$ cat src/rtl/zic_pkg.sv
`default_nettype none
//==============================================================================
// Module      : zic_pkg
// Description : Shared constants and FSM state type for the ZIC priority
//               interrupt controller.
// Revision    : 1.0 - initial release
//==============================================================================
package zic_pkg;

    localparam int ID_W         = 8;
    localparam int LP_W_DEFAULT = 8;

    typedef enum logic [0:0] {
        ST_IDLE = 1'b0,
        ST_REQ  = 1'b1
    } zic_state_e;

endpackage
`default_nettype wire

$ cat src/rtl/zic_prio_tree.sv
`default_nettype none
//==============================================================================
// Module      : zic_prio_tree
// Description : Combinational max-LP comparator tree; ties resolve to the
//               lowest line index.
// Revision    : 1.0 - initial release
//==============================================================================
module zic_prio_tree
    import zic_pkg::*;
#(
    parameter int NUM_IRQ = 64,
    parameter int LP_W    = LP_W_DEFAULT
) (
    input  logic [NUM_IRQ-1:0]      i_cand,
    input  logic [NUM_IRQ*LP_W-1:0] i_lp,
    output logic                    o_valid,
    output logic [LP_W-1:0]         o_lp,
    output logic [ID_W-1:0]         o_id
);

    localparam int c_LEAVES = 2 ** $clog2(NUM_IRQ);
    localparam int c_NODES  = 2 * c_LEAVES - 1;

    // Heap-ordered nodes: node k has children 2k+1 (lower ids) and 2k+2.
    logic            w_vld [c_NODES];
    logic [LP_W-1:0] w_lp  [c_NODES];
    logic [ID_W-1:0] w_id  [c_NODES];

    always_comb begin
        for (int k = 0; k < c_NODES; k++) begin
            w_vld[k] = 1'b0;
            w_lp[k]  = '0;
            w_id[k]  = '0;
        end
        for (int n = 0; n < NUM_IRQ; n++) begin
            w_vld[c_LEAVES-1+n] = i_cand[n];
            w_lp[c_LEAVES-1+n]  = i_lp[n*LP_W +: LP_W];
            w_id[c_LEAVES-1+n]  = ID_W'(n);
        end
        for (int k = c_LEAVES - 2; k >= 0; k--) begin
            // >= keeps the left (lower-index) child on equal priority
            if (w_vld[2*k+1] && (!w_vld[2*k+2] || (w_lp[2*k+1] >= w_lp[2*k+2]))) begin
                w_vld[k] = 1'b1;
                w_lp[k]  = w_lp[2*k+1];
                w_id[k]  = w_id[2*k+1];
            end else if (w_vld[2*k+2]) begin
                w_vld[k] = 1'b1;
                w_lp[k]  = w_lp[2*k+2];
                w_id[k]  = w_id[2*k+2];
            end
        end
    end

    assign o_valid = w_vld[0];
    assign o_lp    = w_lp[0];
    assign o_id    = w_id[0];

endmodule
`default_nettype wire

$ cat src/rtl/zic_prio_ctrl.sv
`default_nettype none
//==============================================================================
// Module      : zic_prio_ctrl
// Description : Prioritised interrupt controller with ack/EOI tracking.
//               Edge-triggered lines are built only when ZIC_EDGE_TRIG_EN
//               is defined; otherwise every line is level mode.
// Revision    : 1.0 - initial release
//==============================================================================
module zic_prio_ctrl
    import zic_pkg::*;
#(
    parameter int NUM_IRQ = 64,
    parameter int LP_W    = LP_W_DEFAULT
) (
    input  logic                    zic_clk,
    input  logic                    zic_rst,
    input  logic [NUM_IRQ-1:0]      irq_i,
    input  logic [NUM_IRQ-1:0]      irq_en_i,
    input  logic [NUM_IRQ-1:0]      irq_edge_i,
    input  logic [NUM_IRQ*LP_W-1:0] irq_lp_i,
    input  logic [LP_W-1:0]         active_lvl_pr_i,
    input  logic                    ack_i,
    input  logic                    eoi_valid_i,
    input  logic [ID_W-1:0]         eoi_id_i,
    output logic                    interrupt_request_o,
    output logic [ID_W-1:0]         interrupt_id_o,
    output logic [ID_W-1:0]         ack_id_o,
    output logic [NUM_IRQ-1:0]      pending_o,
    output logic [NUM_IRQ-1:0]      in_service_o,
    output logic [LP_W-1:0]         highest_pending_lvl_pr_o
);

    logic [NUM_IRQ-1:0] r_irq_q;
    logic [NUM_IRQ-1:0] r_in_service;
    logic [NUM_IRQ-1:0] w_pending;
    logic [NUM_IRQ-1:0] w_cand;
    logic [NUM_IRQ-1:0] w_ack_mask;
    logic [NUM_IRQ-1:0] w_eoi_mask;
    zic_state_e         r_state;
    logic               r_holdoff;
    logic               w_win_valid;
    logic [LP_W-1:0]    w_win_lp;
    logic [ID_W-1:0]    w_win_id;
    logic               w_ack;
    logic               w_above;

    assign w_ack   = ack_i && (r_state == ST_REQ);
    assign w_above = w_win_valid && (w_win_lp > active_lvl_pr_i);

    // Out-of-range EOI ids match no line and therefore have no effect.
    always_comb begin
        w_ack_mask = '0;
        w_eoi_mask = '0;
        for (int n = 0; n < NUM_IRQ; n++) begin
            w_ack_mask[n] = w_ack && (interrupt_id_o == ID_W'(n));
            w_eoi_mask[n] = eoi_valid_i && (eoi_id_i == ID_W'(n));
        end
    end

`ifdef ZIC_EDGE_TRIG_EN
    logic [NUM_IRQ-1:0] r_edge_pend;

    // A fresh rising edge outranks the ack clear in the same cycle.
    always_ff @(posedge zic_clk or posedge zic_rst) begin
        if (zic_rst) begin
            r_edge_pend <= '0;
        end else begin
            r_edge_pend <= (r_edge_pend & ~w_ack_mask) | (irq_edge_i & irq_i & ~r_irq_q);
        end
    end

    assign w_pending = (irq_edge_i & r_edge_pend) | (~irq_edge_i & r_irq_q & ~r_in_service);
`else
    logic w_unused_edge;
    assign w_unused_edge = ^irq_edge_i;
    assign w_pending     = r_irq_q & ~r_in_service;
`endif

    assign w_cand = w_pending & irq_en_i & ~r_in_service;

    zic_prio_tree #(
        .NUM_IRQ (NUM_IRQ),
        .LP_W    (LP_W)
    ) u_tree (
        .i_cand  (w_cand),
        .i_lp    (irq_lp_i),
        .o_valid (w_win_valid),
        .o_lp    (w_win_lp),
        .o_id    (w_win_id)
    );

    always_ff @(posedge zic_clk or posedge zic_rst) begin
        if (zic_rst) begin
            r_state                  <= ST_IDLE;
            r_holdoff                <= 1'b0;
            r_irq_q                  <= '0;
            r_in_service             <= '0;
            interrupt_request_o      <= 1'b0;
            interrupt_id_o           <= '0;
            ack_id_o                 <= '0;
            highest_pending_lvl_pr_o <= '0;
        end else begin
            r_irq_q                  <= irq_i;
            r_in_service             <= (r_in_service & ~w_eoi_mask) | w_ack_mask;
            highest_pending_lvl_pr_o <= w_win_valid ? w_win_lp : '0;
            interrupt_id_o           <= w_win_valid ? w_win_id : '0;
            r_holdoff                <= 1'b0;
            case (r_state)
                ST_IDLE: begin
                    // One extra idle cycle after an ack before re-requesting
                    if (w_above && !r_holdoff) begin
                        r_state             <= ST_REQ;
                        interrupt_request_o <= 1'b1;
                    end
                end
                ST_REQ: begin
                    if (ack_i) begin
                        ack_id_o            <= interrupt_id_o;
                        r_state             <= ST_IDLE;
                        interrupt_request_o <= 1'b0;
                        r_holdoff           <= 1'b1;
                    end else if (!w_above) begin
                        r_state             <= ST_IDLE;
                        interrupt_request_o <= 1'b0;
                    end
                end
                default: begin
                    r_state             <= ST_IDLE;
                    interrupt_request_o <= 1'b0;
                end
            endcase
        end
    end

    assign pending_o    = w_pending;
    assign in_service_o = r_in_service;

endmodule
`default_nettype wire

$ cat config.mk
export PLATFORM = sky130hd
export DESIGN_NAME = zic_prio_ctrl
export DESIGN_NICKNAME = d
export VERILOG_FILES = /design/src/rtl/zic_pkg.sv /design/src/rtl/zic_prio_tree.sv /design/src/rtl/zic_prio_ctrl.sv
export SDC_FILE = /design/constraint.sdc
export NUM_CORES = 1
export LEC_CHECK = 0
export BUFFER_PORTS_ARGS = -buffer_cell sky130_fd_sc_hd__clkbuf_2
export CAP_MARGIN = 20
export CORE_AREA = 2 2 346 348
export CTS_BUF_LIST = sky130_fd_sc_hd__clkbuf_4
export CTS_CLUSTER_DIAMETER = 60
export DETAILED_ROUTE_END_ITERATION = 6
export DIE_AREA = 0 0 348 350
export PLACE_DENSITY = 0.45
export SYNTH_ARGS = -nofsm -noshare
export SYNTH_HDL_FRONTEND = slang
export SYNTH_SLANG_ARGS = --single-unit
$ cat constraint.sdc
create_clock -name zic_clk -period 25.8 [get_ports zic_clk]
set_input_delay 1.29 -clock zic_clk [delete_from_list [all_inputs] [get_ports zic_clk]]
set_output_delay 1.29 -clock zic_clk [all_outputs]
set_load 0.02 [all_outputs]
## Word-level counts from Yosys, hierarchy flattened

Index checks and enable logic that the tools add are counted.
W data, S select, Z words.

| operators by class | value |
|---|---|
| add/sub/neg operators | 0 |
| shifts and indexed selects | 0 |
| muxes and demuxes | 390 |
| multiply operators | 0 |
| equal/unequal tests | 128 |
| $lt $le $gt $ge | 64 |
| div/mod/pow operators | 0 |
| bitwise operators | 8 |
| reduce and logical (&&, ||, !) cells | 325 |

Operator list:

| operator | number |
|---|---|
| $mux W8 | 222 |
| $eq A8 B6 Y1 const B | 64 |
| $ge A8 B8 Y1 | 63 |
| $and A64 B64 Y64 | 4 |
| $eq A8 B5 Y1 const B | 32 |
| $logic_and A1 B1 Y1 | 194 |
| $mux W1 | 135 |
| $eq A8 B4 Y1 const B | 16 |
| $not A64 Y64 | 2 |
| $mux W6 | 16 |
| $eq A8 B3 Y1 const B | 8 |
| $logic_not A1 Y1 | 64 |
| $or A64 B64 Y64 | 1 |
| $logic_or A1 B1 Y1 | 63 |
| $mux W5 | 8 |
| $eq A8 B2 Y1 const B | 4 |
| $eq A8 B1 Y1 const B | 2 |
| $logic_not A8 Y1 | 2 |
| $mux W4 | 4 |
| $gt A8 B8 Y1 | 1 |
| $mux W3 | 2 |
| $pmux W1 S2 | 2 |
| $reduce_and A2 Y1 | 2 |
| $ne A3 B3 Y1 const B | 1 |
| 3 further kinds | 3 |

| storage, ports and cells | value |
|---|---|
| ROM bits | 0 |
| register bits after elaboration | 155 |
| output and inout port bits | 153 |
| memories kept | 0 |
| bits in writable memories | 0 |
| latch bits | 0 |
| logic and storage cells | 923 |

## Logic depth before layout (Yosys ltp)

| logic depth | value |
|---|---|
| depth after elaboration | 33 |
| depth in mapped cells | 67 |
| depth with buffers taken out | 63 |

## Cells and area by module

A second synthesis with hierarchy kept.

| second synthesis, totals | value |
|---|---|
| cell total of the unflattened synthesis | 3624 |
| area, all modules | 27765.4 sq um |

Modules (own cells, without submodules):

| module | area an instance (sq um) | cells an instance | times used |
|---|---|---|---|
| zic_prio_tree | 21587.0 | 3063 | 1 |
| zic_prio_ctrl | 6178.4 | 561 | 1 |

## Worst setup path after synthesis

Ideal clock, no wire load.

| timing path | value |
|---|---|
| path type | input -> register |
| from | input irq_lp_i[176] |
| to | register interrupt_request_o |
| stages on the path | 64 |
| path slack | 12.930 ns |
| arrival time | 12.740 ns |
| cells stage by stage | inv_1 ha_1 nand2b_1 a2111oi_0 or4_4 nand2_4 mux2_1 inv_1 ha_1 and3_1 a221o_1 a211oi_1 or2_2 buf_2 mux2i_1 ha_1 a41o_1 a21oi_1 [... 28 more ...] a21o_1 a21o_1 a211oi_1 o21ai_0 and3_1 nor2_2 inv_1 o2111ai_1 ha_1 nor2b_1 o21a_1 o21ai_0 nand2b_1 a21oi_1 o21ai_0 o221ai_1 o21a_1 o32ai_1 |

| between the ends | value |
|---|---|
| longest elaborated chain between the ends | 29 |

Ends and longest elaborated chain:

| element | RTL line | source |
|---|---|---|
| start: declaration | zic_prio_ctrl.sv:20 | `input logic [NUM_IRQ*LP_W-1:0] irq_lp_i,` |
| $ge A8 B8 Y1 | zic_prio_tree.sv:42 | `if (w_vld[2*k+1] && (!w_vld[2*k+2] \|\| (w_lp[2*k+1] >= w_lp[2*k+2]))) begin` |
| $logic_or A1 B1 Y1 | zic_prio_tree.sv:42 |  |
| $logic_and A1 B1 Y1 | zic_prio_tree.sv:42 |  |
| $mux W8 or $mux W1 (tied branches) | zic_prio_tree.sv:42 |  |
| $ge A8 B8 Y1 or $logic_not A1 Y1 (tied branches) | zic_prio_tree.sv:42 |  |
| $logic_or A1 B1 Y1 | zic_prio_tree.sv:42 |  |
| $logic_and A1 B1 Y1 | zic_prio_tree.sv:42 |  |
| $mux W8 or $mux W1 (tied branches) | zic_prio_tree.sv:42 |  |
| [... 13 more ...] | -- |  |
| $logic_or A1 B1 Y1 | zic_prio_tree.sv:42 |  |
| $logic_and A1 B1 Y1 | zic_prio_tree.sv:42 |  |
| $mux W8 | zic_prio_tree.sv:42 |  |
| $gt A8 B8 Y1 | zic_prio_ctrl.sv:48 | `assign w_above = w_win_valid && (w_win_lp > active_lvl_pr_i);` |
| $logic_and A1 B1 Y1 (*) | zic_prio_ctrl.sv:48 |  |
| $logic_and A1 B1 Y1 | zic_prio_ctrl.sv:111 | `if (w_above && !r_holdoff) begin` |
| $ne A2 B2 Y1 (no source line) | -- |  |
| $reduce_and A2 Y1 (no source line) (*) | -- |  |
| end signal: assignment | zic_prio_ctrl.sv:113 | `interrupt_request_o <= 1'b1;` |
| end signal: assignment | zic_prio_ctrl.sv:120 | `interrupt_request_o <= 1'b0;` |
| end signal: assignment | zic_prio_ctrl.sv:124 | `interrupt_request_o <= 1'b0;` |
| end: declaration | zic_prio_ctrl.sv:25 | `output logic interrupt_request_o,` |

Mark *: on every way between the ends. The rest lies on a longest branch, timed or not.
A chain may end at the register's enable or synchronous reset.

## Final worst setup path

| timing path | value |
|---|---|
| from | input irq_lp_i[175] |
| to | register interrupt_request_o |

| between the ends | value |
|---|---|
| longest elaborated chain between the ends | 29 |

Ends and longest elaborated chain:

| element | RTL line |
|---|---|
| $ge A8 B8 Y1 | zic_prio_tree.sv:42 |
| $logic_or A1 B1 Y1 | zic_prio_tree.sv:42 |
| $logic_and A1 B1 Y1 | zic_prio_tree.sv:42 |
| $mux W8 | zic_prio_tree.sv:42 |
| $ge A8 B8 Y1 | zic_prio_tree.sv:42 |
| $logic_or A1 B1 Y1 | zic_prio_tree.sv:42 |
| $logic_and A1 B1 Y1 | zic_prio_tree.sv:42 |
| $mux W8 or $mux W1 (tied branches) | zic_prio_tree.sv:42 |
| [... 13 more ...] | -- |
| $logic_or A1 B1 Y1 | zic_prio_tree.sv:42 |
| $logic_and A1 B1 Y1 | zic_prio_tree.sv:42 |
| $mux W8 | zic_prio_tree.sv:42 |
| $gt A8 B8 Y1 | zic_prio_ctrl.sv:48 |
| $logic_and A1 B1 Y1 (*) | zic_prio_ctrl.sv:48 |
| $logic_and A1 B1 Y1 | zic_prio_ctrl.sv:111 |
| $ne A2 B2 Y1 (no source line) | -- |
| $reduce_and A2 Y1 (no source line) (*) | -- |

Marked as above.

==> run summary <==
Entering global routing, the biggest net connects 90 pins. The post-route non-filler standard cell count is 5726. The clock buffer count from CTS is 17. In this design, the largest share of critical-path delay is due to compound AO/OA/AOI/OAI gates. The count of endpoints failing setup in the final report came out at 0. The first global-routing pass estimated 189.9 mm of wire. The net count reported at finish is 5401. In this run, synthesis inferred 0 flip-flops with an integrated enable. Tracing the worst setup path back leads to its startpoint at irq_lp_i[175]. The cell area after technology mapping came out at 27570 µm². Headroom to the max-slew limit came out at 24.74%. The floorplan die width is 348 µm. The number of iterations in the first detailed-routing pass is 5. The row count came out at 126. The setup path with the least slack is of type primary input to flip-flop. The number of sinks on the clock net is 151.

The most used flip-flop cell after synthesis is dfrtp_1. In this run the critical register-to-register path is launched from in_service_o[22]$_DFF_PP0_. The post-synthesis cell count came out at 3408.

The capturing element type of the critical path is a flip-flop. Once the floorplan was initialized, standard cells occupied 23.41% of the core. The number of DRC markers after the initial detailed-route iteration came out at 1461. After clock tree synthesis, the clock-pin slew on the worst setup and hold paths is 0.25 ns. The CTS tree is done. The root buffer cell chosen for the clock tree is clkbuf_4. The I/O pin total came out at 877. The final number of max-transition violations was 0. Among the stages of the critical path, the cell type that occurs most often is ha_1. The insertion delay to the later sink of the worst-skew pair is 0.95 ns. In this run, synthesis produced a sequential element count of 151.

Setup repair after global routing left no endpoint under its margin. The number of synthesis warnings came out at 0. The worst-margin pin slew is 1.100 ns. The worst supply voltage drop on vdd came out at 0.1437 mV. The via count of the first global-routing pass came to 28237. The total of hold buffers inserted after clock tree synthesis is 0. The highest fanout seen on the critical path came out at 24. The leakage power is 17.56 nW. The DRC violation count after routing is 0.

Dividing the detail-routed via count by the number of cells gives 4.997. The maximum level of the CTS H-tree came out at 4. After synthesis, the share of flip-flops with an asynchronous set or reset is 100.0%. The path class of the tightest hold or removal check is primary input to flip-flop. The die covers 121800 µm². Once detail routing completed, the nets flagged for antenna violations numbered 0.

The global placer's final weighted congestion is 0.8892. Across all register-to-register paths, the minimum setup slack is 10.99 ns. In this run the standard cell core region covers 117800 µm². The initial antenna violation count came out at 22. The final HPWL from detailed placement came out at 117.4 mm.

The detail-routed net length per standard cell came out at 23.35 µm. Power spread over the standard cell area amounts to 105.1 nW/µm². Once the clock tree was built, the resizer swapped 0 gates to a different size. The layout overhead on the synthesized area is 21.90%. For this block, the via count after detailed routing is 28610. The footprint of the multi-input gates came out at 21720 µm². The total of fill cells in the finished design came out at 12877. For this run, the total global-route usage over all layers was measured as 21.27%. The floorplan die height came out at 350 µm. For the worst setup path, the data required time is 26.59 ns. The worst setup path is launched from a primary input. The total of max-cap violations is 0. Global routing finished with a remaining overflow of 0. The time the final worst path needs with I/O delays and setup is 14.91 ns.

In this run the post-CTS setup repair buffer count came out at 0. Between clock sinks in the finished design, the worst skew comes to 0.05960 ns. Among all stages on the critical path, the largest delay is contributed by o31ai_2. The number of hold-slack violations in the final timing report came out at 0. The final cycle utilization of the critical path is 57.79%. The total area of sequential cells came out at 3779 µm². The buffer levels on the longest clock path came out at 2. The post-route netlist has 26.71% of its cells at a drive strength greater than 1. The post-synthesis cell type count came out at 124. The number of buffers and inverters on the critical path is 4. The share of synthesized area occupied by flip-flops and latches is 13.70%. The aggregate negative setup slack is 0 ns.

The total wire length is 133.7 mm. The run finished with clean final reports. Buffers placed on the I/O ports in this run total 808. The worst hold path startpoint is irq_i[58].

For this run, the top clock speed supported by timing is 67.07 MHz. The delay of the slowest cell on the worst path came out at 0.62 ns. The data arrival time of the critical path came out at 15.70 ns.

The mean cell area of the mapped netlist is 8.090 µm². In this run, placement finished with an instance count of 5681.
-- area by class of cell --
| cell class | count | share of cell area, % |
|---|---|---|
| repair buffers | 825 | 12.41 |
| clock inverters | 15 | 0.5994 |
| well taps | 1536 | 5.718 |
| flip-flops and latches | 151 | 11.24 |
| diodes | 12 | 0.08935 |
| multi-input cells | 2729 | 64.61 |
| clock buffers | 17 | 0.3797 |
| inverters | 441 | 4.948 |
-- cells in the final DEF, fill, tap and decap left out, drive strengths merged, types with 44 or more instances in the layout --
master | Yosys | layout
clkbuf | 35 | 825
ha | 512 | 512
inv | 441 | 447
o21ai | 270 | 270
nand2 | 203 | 203
nor2 | 193 | 193
a21oi | 166 | 166
dfrtp | 151 | 151
mux2i | 110 | 110
nor2b | 105 | 105
mux2 | 84 | 84
a21o | 63 | 63
and3 | 57 | 57
a22oi | 57 | 57
nand3 | 56 | 56
o21a | 55 | 55
and2 | 54 | 54
and3b | 53 | 53
nand2b | 51 | 51
a22o | 44 | 44
a31oi | 44 | 44
-- worst paths after layout --
kind / endpoint / cells past startpoint
min reg2reg: ack_id_o[5]$_DFFE_PP0P_ / 2
max in group asynchronous: r_irq_q[20]$_DFF_PP0_ / 3
max: interrupt_request_o$_DFFE_PP0P_ / 59
max reg2reg: interrupt_request_o$_DFFE_PP0P_ / 58
min: r_irq_q[58]$_DFF_PP0_ / 1
min in group asynchronous: r_irq_q[54]$_DFF_PP0_ / 2
-- routing by layer --
metal | vias to the layer above | routed length (µm) | global-route usage, % | share of wire [%]
met2 | 710 | 66150 | 37.75 | 49
li1 | 14179 | - | - | -
met3 | 95 | 6278 | 3.774 | 4.7
met5 | - | 104 | 0 | 0.078
met4 | 16 | 2652 | 4.965 | 2.0
met1 | 13610 | 58540 | 26.55 | 44
-- stage by stage --
step / util, % / power, mW / hold slack [ns] / instance area [µm²] / setup slack [ns]
floorplan: - / 2.281 / 0.4517 / 27580 / 12.93
global placement: 28.23 / 3.318 / 0.4668 / 33240 / 10.06
detailed placement: 28.23 / 3.333 / 0.4807 / 33240 / 10.05
CTS: 28.51 / 3.560 / 0.2690 / 33570 / 10.89
global route: 28.54 / 3.869 / 0.2784 / 33610 / 10.01
finish: 28.54 / 3.532 / 0.4044 / 33610 / 10.89
-- Yosys cell counts (all sizes together), types with 44 or more instances --
master | count | area (µm²)
mux2 | 84 | 953.4
nand2 | 203 | 799.5
a22o | 44 | 385.4
nor2b | 105 | 659.4
and3 | 57 | 356.6
mux2i | 110 | 1112
a22oi | 57 | 446.7
dfrtp | 151 | 3779
a21o | 63 | 479.2
ha | 512 | 6406
o21a | 55 | 412.9
and2 | 54 | 340.3
a21oi | 166 | 834.6
buf | 55 | 310.3
and3b | 53 | 468.0
a31oi | 44 | 317.8
o21ai | 270 | 1389
nand2b | 51 | 334.1
nor2 | 193 | 754.5
nand3 | 56 | 285.3
inv | 441 | 1655
-- logic make-up after synthesis --
logic type / after synthesis / synth area share [%]
other: 1 / 0.01360
multiplexers: 194 / 7.492
adder cells (fa/ha/maj): 512 / 23.23
flip-flops: 151 / 13.70
AO/OA/AOI/OAI: 1077 / 28.74
buffers and inverters: 531 / 7.615
AND/OR/NAND/NOR: 942 / 19.20
-- where the power goes --
group / internal [mW] / switching [mW] / total, mW
logic: 1.05 / 1.86 / 2.91
registers: 0.306 / 0.115 / 0.422
clock network: 0.0484 / 0.153 / 0.201
-- state kept, by name, indices dropped and copies added, names as in the netlist --
name	count
interrupt_request_o	1
r_holdoff	1
interrupt_id_o	6
r_state	1
highest_pending_lvl_pr_o	8
ack_id_o	6
in_service_o	64
r_irq_q	64
(Power assumes the default switching activity.)
